File: config.mk
export PLATFORM = sky130hd
export DESIGN_NAME = key_reader
export DESIGN_NICKNAME = d
export VERILOG_FILES = /design/src/rtl/key_reader.sv
export SDC_FILE = /design/constraint.sdc
export NUM_CORES = 1
export LEC_CHECK = 0
export CORE_MARGIN = 8
export CORE_UTILIZATION = 53
export CTS_BUF_LIST = sky130_fd_sc_hd__clkbuf_2
export CTS_CLUSTER_DIAMETER = 100
export CTS_CLUSTER_SIZE = 12
export DETAILED_ROUTE_END_ITERATION = 7
export PLACE_DENSITY = 0.93
export SYNTH_ARGS = -nofsm -noshare
export SYNTH_HDL_FRONTEND = slang
export SYNTH_SLANG_ARGS = --single-unit
File: constraint.sdc
create_clock -name clk -period 3.3 [get_ports clk]
set_input_delay 0.66 -clock clk [delete_from_list [all_inputs] [get_ports clk]]
set_output_delay 0.66 -clock clk [all_outputs]
set_load 0.01 [all_outputs]
File: src/rtl/key_reader.sv
// Key scanner handshake front-end feeding a first-word-fall-through code FIFO.
// Optional hex digit accumulator enabled by defining KEY_READER_HEX_EN.
module key_reader #(
    parameter int DEPTH = 8
) (
    input  logic        clk,
    input  logic        rst,
    input  logic        Key_ready,
    input  logic [4:0]  Key_out,
    output logic        readn,
    input  logic        rd_en,
    output logic [4:0]  key_code,
    output logic        key_valid,
    output logic [4:0]  fifo_cnt,
    output logic        overflow,
    input  logic        clr_ovf,
    output logic [31:0] hex_value
);

    localparam int AW = (DEPTH > 1) ? $clog2(DEPTH) : 1;
    localparam logic [4:0] DEPTH_C = 5'(DEPTH);

    localparam logic [1:0] ST_IDLE     = 2'd0;
    localparam logic [1:0] ST_ACK      = 2'd1;
    localparam logic [1:0] ST_WAIT_CLR = 2'd2;

    logic [1:0]    state_q, state_d;
    logic          readn_q, readn_d;
    logic [AW-1:0] wr_ptr_q, wr_ptr_d;
    logic [AW-1:0] rd_ptr_q, rd_ptr_d;
    logic [4:0]    cnt_q, cnt_d;
    logic          ovf_q, ovf_d;
    logic [4:0]    mem_q [DEPTH];

    logic capture_s;
    logic full_s;
    logic empty_s;
    logic pop_s;
    logic push_s;
    logic drop_s;

    // Handshake sequencing and FIFO bookkeeping; a pop in the same cycle frees a full slot.
    always_comb begin
        capture_s = (state_q == ST_IDLE) && Key_ready;
        full_s    = (cnt_q == DEPTH_C);
        empty_s   = (cnt_q == 5'd0);
        pop_s     = rd_en && !empty_s;
        push_s    = capture_s && (!full_s || pop_s);
        drop_s    = capture_s && full_s && !pop_s;

        state_d = state_q;
        case (state_q)
            ST_IDLE: begin
                if (Key_ready) state_d = ST_ACK;
                else           state_d = ST_IDLE;
            end
            ST_ACK:      state_d = ST_WAIT_CLR;
            ST_WAIT_CLR: begin
                if (!Key_ready) state_d = ST_IDLE;
                else            state_d = ST_WAIT_CLR;
            end
            default:     state_d = ST_IDLE;
        endcase
        readn_d = (state_d != ST_ACK);

        wr_ptr_d = push_s ? (wr_ptr_q + AW'(1)) : wr_ptr_q;
        rd_ptr_d = pop_s  ? (rd_ptr_q + AW'(1)) : rd_ptr_q;

        case ({push_s, pop_s})
            2'b10:   cnt_d = cnt_q + 5'd1;
            2'b01:   cnt_d = cnt_q - 5'd1;
            default: cnt_d = cnt_q;
        endcase

        if (drop_s)       ovf_d = 1'b1;
        else if (clr_ovf) ovf_d = 1'b0;
        else              ovf_d = ovf_q;
    end

    // Control state registers with synchronous reset.
    always_ff @(posedge clk) begin
        if (rst) begin
            state_q  <= ST_IDLE;
            readn_q  <= 1'b1;
            wr_ptr_q <= '0;
            rd_ptr_q <= '0;
            cnt_q    <= 5'd0;
            ovf_q    <= 1'b0;
        end else begin
            state_q  <= state_d;
            readn_q  <= readn_d;
            wr_ptr_q <= wr_ptr_d;
            rd_ptr_q <= rd_ptr_d;
            cnt_q    <= cnt_d;
            ovf_q    <= ovf_d;
        end
    end

    // Storage needs no reset: the head is masked whenever the FIFO is empty.
    always_ff @(posedge clk) begin
        if (!rst && push_s) begin
            mem_q[wr_ptr_q] <= Key_out;
        end
    end

    assign readn     = readn_q;
    assign key_valid = !empty_s;
    assign key_code  = empty_s ? 5'd0 : mem_q[rd_ptr_q];
    assign fifo_cnt  = cnt_q;
    assign overflow  = ovf_q;

`ifdef KEY_READER_HEX_EN
    logic [31:0] hex_q, hex_d;

    // Digit entry tracks every accepted capture, even when the FIFO drops the code.
    always_comb begin
        hex_d = hex_q;
        if (capture_s) begin
            if (!Key_out[4]) begin
                hex_d = {hex_q[27:0], Key_out[3:0]};
            end else begin
                case (Key_out)
                    5'h10:   hex_d = {4'h0, hex_q[31:4]};
                    5'h11:   hex_d = 32'h0000_0000;
                    default: hex_d = hex_q;
                endcase
            end
        end else begin
            hex_d = hex_q;
        end
    end

    // Accumulator register.
    always_ff @(posedge clk) begin
        if (rst) hex_q <= 32'h0000_0000;
        else     hex_q <= hex_d;
    end

    assign hex_value = hex_q;
`else
    assign hex_value = 32'h0000_0000;
`endif

endmodule

Yosys cells after proc, flatten, opt, wreduce, memory -nomap -nowiden. Memory sizes are Yosys's and may differ from the RTL's. A register that Yosys moved wholly into a read port is not among the register bits. Cells that the tools add are included.

Register bits: 15. Memory bits (writable): 40. Input bits: 10. Output and inout port bits: 45. Logic and storage cells: 43. Memories kept: 1.

Memory list: mem_q (words 8, width 5, rd ports 1, clocked after Yosys merged registers in 1, wr ports 1, line 33) `logic [4:0] mem_q [DEPTH];`.

Add/subtract/negate cells: 4. Equal/unequal tests: 6. Mux-type cells: 11. Reduce and logical (&&, ||, !) cells: 15.

Operators by type and width (number): one-hot mux 5 bit (2 select lines) (1); adder 3 x 1 -> 3 bit (second input constant) (2); logical AND 1 bit (6); two-way mux 3 bit (2); one-hot mux 2 bit (3 select lines) (1); adder 5 x 1 -> 5 bit (second input constant) (1); == test 5 x 4 -> 1 bit (second input constant) (1); logical NOT 5 bit (1); two-way mux 1 bit (5); two-way mux 5 bit (1); subtractor 5 x 1 -> 5 bit (second input constant) (1); == test 2 x 1 -> 1 bit (second input constant) (2); == test 2 bit (second input constant) (2); logical NOT 1 bit (4); nonzero test 2 bit (2); logical NOT 2 bit (1); two-way mux 2 bit (1); != test 2 x 1 -> 1 bit (second input constant) (1); logical OR 1 bit (1).

Longest topological paths before layout.
Depth after elaboration: 8. Depth in mapped cells: 9. Gate-level depth less buffers: 8.

Worst setup path before layout. No wires, ideal clock.

Path type: input port to flip-flop. From: input port Key_ready. To: register cnt_q[4], in the netlist fifo_cnt[4]. Setup time: 74 ps. Data arrival time: 2424 ps. Required time: 3226 ps. Setup slack: 802 ps. Stages on the path: 8. Buffers on the path: 0. Cells stage by stage: nor3b_1 -> a211oi_2 -> mux2_2 -> ha_1 -> nand3_1 -> a21oi_1 -> a311o_1 -> a31oi_1.

Cells in the longest elaborated chain, start to end: 4. Elaborated cells between the ends (all ways): 6. Classes of those cells: eq/ne: 2; mux: 1; reduce/logical: 3.

RTL lines: start, declared (line 8) `input logic Key_ready,`; logical AND 1 bit * (line 44) `capture_s = (state_q == ST_IDLE) && Key_ready;`; logical AND 1 bit * (line 48) `push_s = capture_s && (!full_s || pop_s);`; == test 2 x 1 -> 1 bit / == test 2 bit (equally long branches) (line 69) `case ({push_s, pop_s})`; one-hot mux 5 bit (2 select lines) / nonzero test 2 bit (equally long branches); end signal, assigned (line 94) `cnt_q <= cnt_d;`; end, declared (line 31) `logic [4:0] cnt_q, cnt_d;`.

Every way passes the cells marked *; elsewhere a longest branch is shown, timed or not. A chain may end at the register's enable or synchronous reset.

Worst setup path in the final report.
From: register cnt_q[2], in the netlist fifo_cnt[2]. To: output port key_code[3].

Cells in the longest elaborated chain, start to end: 2.

RTL lines: logical NOT 5 bit (line 46) `empty_s = (cnt_q == 5'd0);`; two-way mux 5 bit (line 108) `assign key_code = empty_s ? 5'd0 : mem_q[rd_ptr_q];`; end, declared (line 12) `output logic [4:0] key_code,`.

Every way passes these cells.

==> impl_metrics.json <==
{
  "status": "finished, final reports clean",
  "cp-end-kind": "output port",
  "fmax_ghz": 0.322,
  "yosysWarnings": 0,
  "place_ws_ns": 0.302,
  "slew_headroom": 0.641,
  "grt_start_max_net_pins": 15,
  "port_buffers": 22,
  "rrSetupSlack_ns": 0.88,
  "grt_pass1_wl_um": 7650,
  "leakagePower_nw": 1.07,
  "antenna_found_initial": 0,
  "synth_edf_count": 40,
  "final_common_cell": "edfxtp_1",
  "dp_hpwl_um": 3720,
  "synth_flop_cell": "edfxtp_1",
  "start_util": 0.548,
  "route.detailed.drc": 0,
  "tightest_slew_ns": 0.536,
  "viasPerCell": 5.32,
  "cp.required_ns": 2.64,
  "yosysSeqAreaShare": 0.562,
  "layout.nets": 255,
  "reg2reg_depth": 9,
  "grt_pass1_vias": 1539,
  "synth.distinct_cells": 47,
  "post_cts_buffers": 0,
  "hold_depth": 2,
  "cts_resized": 1,
  "area_delta_synth_final_pct": 8.82,
  "die_y_um": 88.4,
  "r2r_start": "fifo_cnt[0]$_SDFFE_PP0P_",
  "final-setup-viol-count": 0,
  "critPathArrivalTime_ns": 2.44,
  "grt_usage": 0.136,
  "syn_avg_cell_area_um2": 13.1,
  "cts_tree": "built",
  "period_share": 0.940,
  "antenna_left": 0,
  "async_reset_ff_frac": 0,
  "fin_ws_ns": 0.197,
  "wl_um": 5000,
  "die_area_um2": 7820,
  "ios": 55,
  "synth-seq-cells": 58,
  "syn_area_um2": 2780,
  "whs_endpoint": "state_q[1]$_SDFF_PP0_",
  "grt_setup_unrepaired": "false",
  "htree_levels": 3,
  "insertion_delay_ns": 0.45,
  "syn_inst": 213,
  "n_antenna_cell": 0,
  "firstDrtPassIters": 4,
  "clk_pin_slew_worst_paths_ns": 0.15,
  "dr_total_vias": 1687,
  "numCtsBuffers": 9,
  "cts_buffer_depth": 2,
  "clock_sinks": 58,
  "place_congestion": 0.897,
  "min_period_ns": 3.10,
  "hold_viol": 0,
  "start_kind": "flip-flop",
  "timing.rr.end": "fifo_cnt[4]$_SDFFE_PP0P_",
  "cap_viol_max_count": 0,
  "die_x_um": 88.4,
  "hp-start": "state_q[0]$_SDFF_PP0_",
  "overflow": 0,
  "slew_viol_final": 0,
  "routedWlPerCell_um": 15.8,
  "clockRootBuffer": "clkbuf_2",
  "core-area_um2": 5070,
  "drt_iter0_drc": 106,
  "pwr_density_cell_nw_per_um2": 682,
  "fin_tns_setup_ns": 0,
  "path_max_fanout": 12,
  "mostFrequentLayoutCells": "edfxtp_1 (40), conb_1 (32), nor2_1 (24)",
  "path_class": "reg -> out",
  "vdd_drop_max_v": 0.000561,
  "clock_skew_ns": 0.0287,
  "hold_class": "reg -> reg",
  "final_layout_size_suffix_gt1_frac": 0.170,
  "num_rows": 26,
  "cts_hold_buf": 0
}
[per-layer routing]
layer,track usage,wire length [um],part of all wire,vias up
met5,0,0,0,-
met4,0.0799,123,0.025,0
met3,0.0436,504,0.10,14
met2,0.227,2440,0.49,87
met1,0.147,1930,0.39,809
li1,-,-,-,777
[cell families after synthesis]
kind of cell / share of synthesized area
other cells: 0.00135
compound gates: 0.0725
buf+inv: 0.122
simple gates: 0.105
xor+xnor: 0.0126
mux: 0.112
fa+ha+maj: 0.0135
flops: 0.562
[cell type report]
class	count	area [um^2]
clock inverter	5	22.5
fill	413	2050
multi-input combinational	138	1000
inverter	5	18.8
clock buffer	11	55.1
tap	70	87.6
timing repair buffer	30	280
sequential	58	1560
[synth_stat cells, types with 5 or more instances]
library cell | number | share of area
a21oi_1 | 5 | 0.0090
buf_4 | 32 | 0.086
dfxtp_1 | 18 | 0.13
edfxtp_1 | 40 | 0.43
inv_1 | 5 | 0.0068
mux2i_1 | 6 | 0.022
mux4_2 | 10 | 0.081
nand2_1 | 5 | 0.0068
nor2_1 | 25 | 0.034
nor3_1 | 6 | 0.011
o21ai_0 | 6 | 0.011
[flip-flops by register name (all words and copies together) (netlist names), named ones only]
| register | flops |
|---|---|
| fifo_cnt | 5 |
| mem_q | 40 |
| overflow | 1 |
| rd_ptr_q | 3 |
| readn | 1 |
| state_q | 2 |
| wr_ptr_q | 3 |
[metrics by stage]
stage / utilization / instances / total power (W) / cell area, um^2 / hold slack (ns)
6_report: 0.596 / 317 / 0.00206 / 3030 / 0.522
5_1_grt: 0.596 / 317 / 0.00218 / 3030 / 0.556
4_1_cts: 0.596 / 317 / 0.00208 / 3030 / 0.529
3_5_place_dp: 0.580 / 301 / 0.00174 / 2950 / 0.502
3_3_place_gp: 0.580 / 301 / 0.00171 / 2950 / 0.489
2_1_floorplan: - / 244 / 0.00148 / 2900 / 0.467
[how the worst max path moves through the flow]
stage               cells past startpoint                        to  slack [ns]                      from
finish                                  4               key_code[3]        0.20  fifo_cnt[2]$_SDFFE_PP0P_
global route                            5               key_code[4]        0.03                 flip-flop
CTS                                     5               key_code[4]        0.14                 flip-flop
detailed placement                      4     mem_q[4][0]$_DFFE_PP_        0.30                 Key_ready
global placement                        4     mem_q[6][0]$_DFFE_PP_        0.40                 Key_ready
floorplan                               8  fifo_cnt[4]$_SDFFE_PP0P_        0.80                 Key_ready
[power by group]
group	total [W]	internal, W	switching (W)
Combinational	0.000803	0.000411	0.000392
Sequential	0.000925	0.000832	0.0000923
Clock	0.000335	0.0000973	0.000237
[critical path, stage by stage (launching register included)]
cell and delay [ns]:
dfxtp_1 0.47, or4_4 0.59, nor2_2 0.29, nor2_1 0.12
clkdlybuf4s50_1 0.52
(Power assumes the default switching activity.)
